### config.mk
export PLATFORM = sky130hd
export DESIGN_NAME = i2c_mailbox_regs
export DESIGN_NICKNAME = d
export VERILOG_FILES = /design/src/rtl/i2c_mailbox_regs.sv
export SDC_FILE = /design/constraint.sdc
export NUM_CORES = 1
export LEC_CHECK = 0
export CAP_MARGIN = 20
export CORE_MARGIN = 8
export CORE_UTILIZATION = 30
export DETAILED_ROUTE_END_ITERATION = 8
export PLACE_DENSITY = 0.56
export SYNTH_ARGS = -nofsm -noshare
export SYNTH_HDL_FRONTEND = slang
export SYNTH_SLANG_ARGS = --single-unit
### constraint.sdc
create_clock -name clk_i -period 3.3 [get_ports clk_i]
set_input_delay 0.66 -clock clk_i [delete_from_list [all_inputs] [get_ports clk_i]]
set_output_delay 0.66 -clock clk_i [all_outputs]
set_load 0.005 [all_outputs]
### src/rtl/i2c_mailbox_regs.sv
`default_nettype none
// ============================================================================
// Module   : i2c_mailbox_regs
// Purpose  : Register/mailbox stage behind the I2C peripheral protocol engine.
//            Bridges I2C register traffic to the core through two byte FIFOs
//            (I2C-to-core "i2c2c" and core-to-I2C "c2i"), and provides ID,
//            scratch, FIFO count and sticky status registers.
// Ports    : clk_i, rst_ni                 - clock, async active-low reset
//            i2c_reg_addr_i/_wdata_i       - register address / write data
//            i2c_reg_wrenable_i            - one-cycle write strobe
//            i2c_reg_rddata_o              - registered read data
//            i2c_reg_rd_byte_complete_i    - read byte shifted out (pops c2i)
//            c2i_data_i/_valid_i/_ready_o  - core push port of c2i FIFO
//            i2c2c_data_o/_valid_o/_ready_i- core pop port of i2c2c FIFO
//            scratch_o                     - scratch register value
//            irq_o                         - interrupt
// Options  : `define I2C_MAILBOX_IRQ_EN enables the registered interrupt
//            (i2c2c not empty | ovf | udf); otherwise irq_o is tied low.
// Revision : 1.0 - initial release
// ============================================================================
module i2c_mailbox_regs #(
  parameter int         FIFO_DEPTH = 8,
  parameter logic [7:0] ID_VALUE   = 8'hA5
) (
  input  logic       clk_i,
  input  logic       rst_ni,
  input  logic [7:0] i2c_reg_addr_i,
  input  logic [7:0] i2c_reg_wdata_i,
  input  logic       i2c_reg_wrenable_i,
  output logic [7:0] i2c_reg_rddata_o,
  input  logic       i2c_reg_rd_byte_complete_i,
  input  logic [7:0] c2i_data_i,
  input  logic       c2i_valid_i,
  output logic       c2i_ready_o,
  output logic [7:0] i2c2c_data_o,
  output logic       i2c2c_valid_o,
  input  logic       i2c2c_ready_i,
  output logic [7:0] scratch_o,
  output logic       irq_o
);

  localparam int c_ptr_w = $clog2(FIFO_DEPTH);
  localparam int c_cnt_w = c_ptr_w + 1;
  localparam logic [c_cnt_w-1:0] c_full_cnt = c_cnt_w'(FIFO_DEPTH);

  localparam logic [7:0] c_addr_id      = 8'h00;
  localparam logic [7:0] c_addr_scratch = 8'h01;
  localparam logic [7:0] c_addr_i2c2c_d = 8'h10;
  localparam logic [7:0] c_addr_i2c2c_n = 8'h11;
  localparam logic [7:0] c_addr_c2i_d   = 8'h20;
  localparam logic [7:0] c_addr_c2i_n   = 8'h21;
  localparam logic [7:0] c_addr_status  = 8'h30;

  // FIFO storage and bookkeeping
  logic [7:0]         r_i2c2c_mem [FIFO_DEPTH];
  logic [c_ptr_w-1:0] r_i2c2c_wptr, r_i2c2c_rptr;
  logic [c_cnt_w-1:0] r_i2c2c_cnt;
  logic [7:0]         r_c2i_mem [FIFO_DEPTH];
  logic [c_ptr_w-1:0] r_c2i_wptr, r_c2i_rptr;
  logic [c_cnt_w-1:0] r_c2i_cnt;

  logic       r_ovf, r_udf;
  logic [7:0] r_scratch;
  logic [7:0] r_rddata;

  logic       w_i2c2c_full, w_i2c2c_empty, w_c2i_full, w_c2i_empty;
  logic       w_wr_i2c2c, w_i2c2c_push, w_i2c2c_pop, w_ovf_set;
  logic       w_rd_c2i, w_c2i_push, w_c2i_pop, w_udf_set;
  logic       w_status_wr, w_scratch_wr;
  logic [7:0] w_rddata;

  // Full/empty come from the pre-update count, so a push to a full FIFO is
  // dropped even when the other side pops in the same cycle.
  assign w_i2c2c_full  = (r_i2c2c_cnt == c_full_cnt);
  assign w_i2c2c_empty = (r_i2c2c_cnt == '0);
  assign w_c2i_full    = (r_c2i_cnt == c_full_cnt);
  assign w_c2i_empty   = (r_c2i_cnt == '0);

  assign w_wr_i2c2c   = i2c_reg_wrenable_i && (i2c_reg_addr_i == c_addr_i2c2c_d);
  assign w_i2c2c_push = w_wr_i2c2c && !w_i2c2c_full;
  assign w_ovf_set    = w_wr_i2c2c && w_i2c2c_full;
  assign w_i2c2c_pop  = !w_i2c2c_empty && i2c2c_ready_i;

  assign w_rd_c2i   = i2c_reg_rd_byte_complete_i && (i2c_reg_addr_i == c_addr_c2i_d);
  assign w_c2i_pop  = w_rd_c2i && !w_c2i_empty;
  assign w_udf_set  = w_rd_c2i && w_c2i_empty;
  assign w_c2i_push = c2i_valid_i && !w_c2i_full;

  assign w_status_wr  = i2c_reg_wrenable_i && (i2c_reg_addr_i == c_addr_status);
  assign w_scratch_wr = i2c_reg_wrenable_i && (i2c_reg_addr_i == c_addr_scratch);

  always_ff @(posedge clk_i or negedge rst_ni) begin : p_i2c2c_fifo
    if (!rst_ni) begin
      for (int i = 0; i < FIFO_DEPTH; i++) r_i2c2c_mem[i] <= '0;
      r_i2c2c_wptr <= '0;
      r_i2c2c_rptr <= '0;
      r_i2c2c_cnt  <= '0;
    end else begin
      if (w_i2c2c_push) begin
        r_i2c2c_mem[r_i2c2c_wptr] <= i2c_reg_wdata_i;
        r_i2c2c_wptr              <= r_i2c2c_wptr + 1'b1;
      end
      if (w_i2c2c_pop) r_i2c2c_rptr <= r_i2c2c_rptr + 1'b1;
      case ({w_i2c2c_push, w_i2c2c_pop})
        2'b10:   r_i2c2c_cnt <= r_i2c2c_cnt + 1'b1;
        2'b01:   r_i2c2c_cnt <= r_i2c2c_cnt - 1'b1;
        default: r_i2c2c_cnt <= r_i2c2c_cnt;
      endcase
    end
  end

  always_ff @(posedge clk_i or negedge rst_ni) begin : p_c2i_fifo
    if (!rst_ni) begin
      for (int i = 0; i < FIFO_DEPTH; i++) r_c2i_mem[i] <= '0;
      r_c2i_wptr <= '0;
      r_c2i_rptr <= '0;
      r_c2i_cnt  <= '0;
    end else begin
      if (w_c2i_push) begin
        r_c2i_mem[r_c2i_wptr] <= c2i_data_i;
        r_c2i_wptr            <= r_c2i_wptr + 1'b1;
      end
      if (w_c2i_pop) r_c2i_rptr <= r_c2i_rptr + 1'b1;
      case ({w_c2i_push, w_c2i_pop})
        2'b10:   r_c2i_cnt <= r_c2i_cnt + 1'b1;
        2'b01:   r_c2i_cnt <= r_c2i_cnt - 1'b1;
        default: r_c2i_cnt <= r_c2i_cnt;
      endcase
    end
  end

  // Sticky status: a set event in the same cycle as write-1-to-clear wins.
  always_ff @(posedge clk_i or negedge rst_ni) begin : p_status
    if (!rst_ni) begin
      r_ovf     <= 1'b0;
      r_udf     <= 1'b0;
      r_scratch <= '0;
    end else begin
      r_ovf <= w_ovf_set | (r_ovf & ~(w_status_wr & i2c_reg_wdata_i[0]));
      r_udf <= w_udf_set | (r_udf & ~(w_status_wr & i2c_reg_wdata_i[1]));
      if (w_scratch_wr) r_scratch <= i2c_reg_wdata_i;
    end
  end

  always_comb begin : p_rd_mux
    w_rddata = 8'h00;
    case (i2c_reg_addr_i)
      c_addr_id:      w_rddata = ID_VALUE;
      c_addr_scratch: w_rddata = r_scratch;
      c_addr_i2c2c_n: w_rddata = 8'(r_i2c2c_cnt);
      c_addr_c2i_d:   w_rddata = w_c2i_empty ? 8'hFF : r_c2i_mem[r_c2i_rptr];
      c_addr_c2i_n:   w_rddata = 8'(r_c2i_cnt);
      c_addr_status:  w_rddata = {6'b0, r_udf, r_ovf};
      default:        w_rddata = 8'h00;
    endcase
  end

  // Reset value matches what the mux yields for the address held at 0 in reset.
  always_ff @(posedge clk_i or negedge rst_ni) begin : p_rddata
    if (!rst_ni) r_rddata <= ID_VALUE;
    else         r_rddata <= w_rddata;
  end

  assign i2c_reg_rddata_o = r_rddata;
  assign c2i_ready_o      = !w_c2i_full;
  assign i2c2c_valid_o    = !w_i2c2c_empty;
  assign i2c2c_data_o     = r_i2c2c_mem[r_i2c2c_rptr];
  assign scratch_o        = r_scratch;

`ifdef I2C_MAILBOX_IRQ_EN
  logic r_irq;
  always_ff @(posedge clk_i or negedge rst_ni) begin : p_irq
    if (!rst_ni) r_irq <= 1'b0;
    else         r_irq <= !w_i2c2c_empty | r_ovf | r_udf;
  end
  assign irq_o = r_irq;
`else
  assign irq_o = 1'b0;
`endif

endmodule
`default_nettype wire

==> results.yml <==
die:
  fp-row-count: 59
  die-area_sq_um: 31850
  core_sq_um: 25980
  die_h_um: 178.5
  start_util: 0.3047
  ios: 57
  die_w_um: 178.5
final_layout:
  num_antenna_cells: 0
  layout.nets: 640
  syn2layout_area_growth_pct: 21.52
  num-fill-cells: 2448
  drive_gt1_frac: 0.4265
global_route:
  antenna_found_initial: 0
  grt-ovfl-total: 0
  grt_max_degree: 108
  grt_pass1_wl_um: 30300
  grt_usage: 0.1258
  grt_pass1_vias: 5315
run:
  maxCapViolCount: 0
timing:
  slew_headroom: 0.3387
  slew_viol_final: 0
  post-route-period-util: 0.9318
  finalSetupTns_ps: 0
  post-route-min-period_ps: 3075
  finalSetupViolations: 0
  rsz0062_at_grt: "false"
  fmax_mhz: 325.2
  fin_ws_ps: 225.1
  worst_pin_slew_ps: 991.9
  clock_skew_ps: 4.671
  fin_hold_ws_ps: 66.51
  hold_viol_final: 0
detailed_routing:
  routed_via_density: 4.996
  first_pass_iters: 6
  post-route-drc-count: 0
  vias: 4731
  antenna_left: 0
  drtIter0Drc: 249
  wl_per_cell_um: 20.37
  postRouteWirelength_um: 19290
synthesis:
  synth.avg_cell_area_sq_um: 14.97
  ys_ff_latch: 166
  ys_types: 58
  yosys-top-cells-area: "dfrtp_1 (51%), mux2_2 (21%), mux4_2 (9.1%)"
  syn_inst: 529
  synthTopCellsByCount: "dfrtp_1 (162), mux2_2 (151), mux4_2 (32)"
  async_flop_share: 1.000
  yosysTopAreaCell: "dfrtp_1"
  yosysMostFrequentCell: "dfrtp_1"
  netlist_area_sq_um: 7919
  ys_warn_count: 0
  synth_top_area_frac: 0.5119
  synth_edf_count: 0
  synth-main-ff-cell: "dfrtp_1"
  ys_seq_area_frac: 0.5252
  syn_nets: 569
clock_tree:
  post_cts_resized: 0
  h-tree-depth: 4
  numCtsBuffers: 17
  clkTransAtPathRegs_ps: 60
  worstSkewPairLatency_ps: 420
  clock_sinks: 166
  cts.path.max_buffers: 2
  post_cts_buffers: 0
  cts_tree: "yes"
  cts_hold_buf: 0
  clk_root_buffer_cell: "clkbuf_16"
placement:
  post-dp-hpwl_um: 13230
  place_ws_ps: 11.27
  place.gp.congestion: 0.7925
  port_buffers: 55
hold_path:
  holdCritPathClass: "input port to asynchronous set/reset pin"
critical_path:
  reg2reg_slack_ps: 680
  crit_chain: "buf_4 -> mux4_2 -> mux2_2 -> clkdlybuf4s50_1"
  crit_type: "register to primary output"
  cp_max_fo: 18
  r2r-start: "r_i2c2c_cnt[1]"
  cp_slowest_cell: "mux4_2"
  reg2reg_to: "r_i2c2c_cnt[2]"
  cp.arrival_ps: 2410
  reg2regPathDepth: 10
  required_ps: 2640
  critical_path.endpoint_type: "primary output"
  slowest_delay_ps: 560
  worst_setup_path_start_kind: "register"
power_and_ir_drop:
  ir_worst_vdd_mv: 0.3006
  power_mw: 6.740
  leakagePower_nw: 4.136
  p_per_area_nw_per_um2: 700.4
outcome:
  status: "completed"
-- metal layers --
layer,track usage,vias to the layer above,part of all wire
li1,-,2125,-
met1,0.1426,2501,0.41
met2,0.2307,80,0.54
met3,0.03091,25,0.036
met4,0.03479,0,0.017
met5,0,-,0
-- where the power goes --
| group | total, mW | internal, mW | switching, mW | leakage (nW) |
|---|---|---|---|---|
| registers | 2.95 | 2.54 | 0.406 | 2.14 |
| logic | 1.58 | 0.927 | 0.651 | 1.67 |
| clock network | 2.22 | 1.44 | 0.780 | 0.318 |
| total | 6.74 | 4.90 | 1.84 | 4.14 |
-- metrics by stage --
stage / instances / instance area (sq um) / utilization
floorplan: 529 / 7919 / -
global route: 947 / 9623 / 0.3703
finish: 947 / 9623 / 0.3703
detailed placement: 916 / 8970 / 0.3452
CTS: 947 / 9623 / 0.3703
global placement: 916 / 8970 / 0.3452
-- how the worst max path moves through the flow --
stage,from,to,cells after the start
2_1_floorplan,i2c_reg_addr_i[3],r_i2c2c_cnt[2],10
3_3_place_gp,i2c_reg_addr_i[3],r_i2c2c_cnt[2],11
3_5_place_dp,i2c_reg_addr_i[3],r_i2c2c_cnt[2],11
4_1_cts,r_i2c2c_rptr[0],i2c2c_data_o[5],4
5_1_grt,r_i2c2c_rptr[0],i2c2c_data_o[5],4
6_report,r_i2c2c_rptr[0],i2c2c_data_o[5],4
-- cells in the final DEF (no fill, tap or decap), types with 9 or more instances in the layout --
cell type and n:
mux2_2 151, clkbuf_16 17, nand2_1 9, buf_4 25, clkdlybuf4s50_1 54, dfrtp_1 162
o21ai_0 9, ha_1 10, nand3_1 9, xor2_1 10, mux4_2 32
-- sequential cells by signal (all words and copies together) (netlist names) --
name,count
r_ovf,1
r_udf,1
scratch_o,8
r_c2i_wptr,3
r_i2c2c_mem,64
r_c2i_rptr,3
r_i2c2c_rptr,3
r_c2i_mem,64
r_i2c2c_wptr,3
i2c_reg_rddata_o,8
r_c2i_cnt,4
r_i2c2c_cnt,4
-- layout make-up --
type | instances | area (sq um) | share of cell area
Timing Repair Buffer | 81 | 759.5 | 0.07892
Multi-Input combinational cell | 329 | 3613 | 0.3755
Inverter | 5 | 18.77 | 0.001950
Clock buffer | 22 | 454.2 | 0.04720
Sequential cell | 166 | 4159 | 0.4322
Clock inverter | 9 | 198.9 | 0.02067
Tap cell | 335 | 419.2 | 0.04356
-- cell families (layout without fill, tap and decap cells) --
| kind of cell | after synthesis | count (layout) | share of synthesized area |
|---|---|---|---|
| compound gates | 30 | 30 | 0.02544 |
| xor+xnor | 18 | 18 | 0.01991 |
| fa+ha+maj | 10 | 10 | 0.01580 |
| buf+inv | 34 | 117 | 0.01849 |
| flops | 166 | 166 | 0.5252 |
| mux | 192 | 192 | 0.3173 |
| other cells | 1 | 1 | 0.0004736 |
| simple gates | 78 | 78 | 0.07742 |
-- worst max-delay path: cells and delay by family, from the launching register on --
family | cells | cell delay [ps]
DFF | 1 | 320
muxes | 2 | 850
buffers and inverters | 2 | 820
No activity file was read; power rests on OpenSTA's default activity.
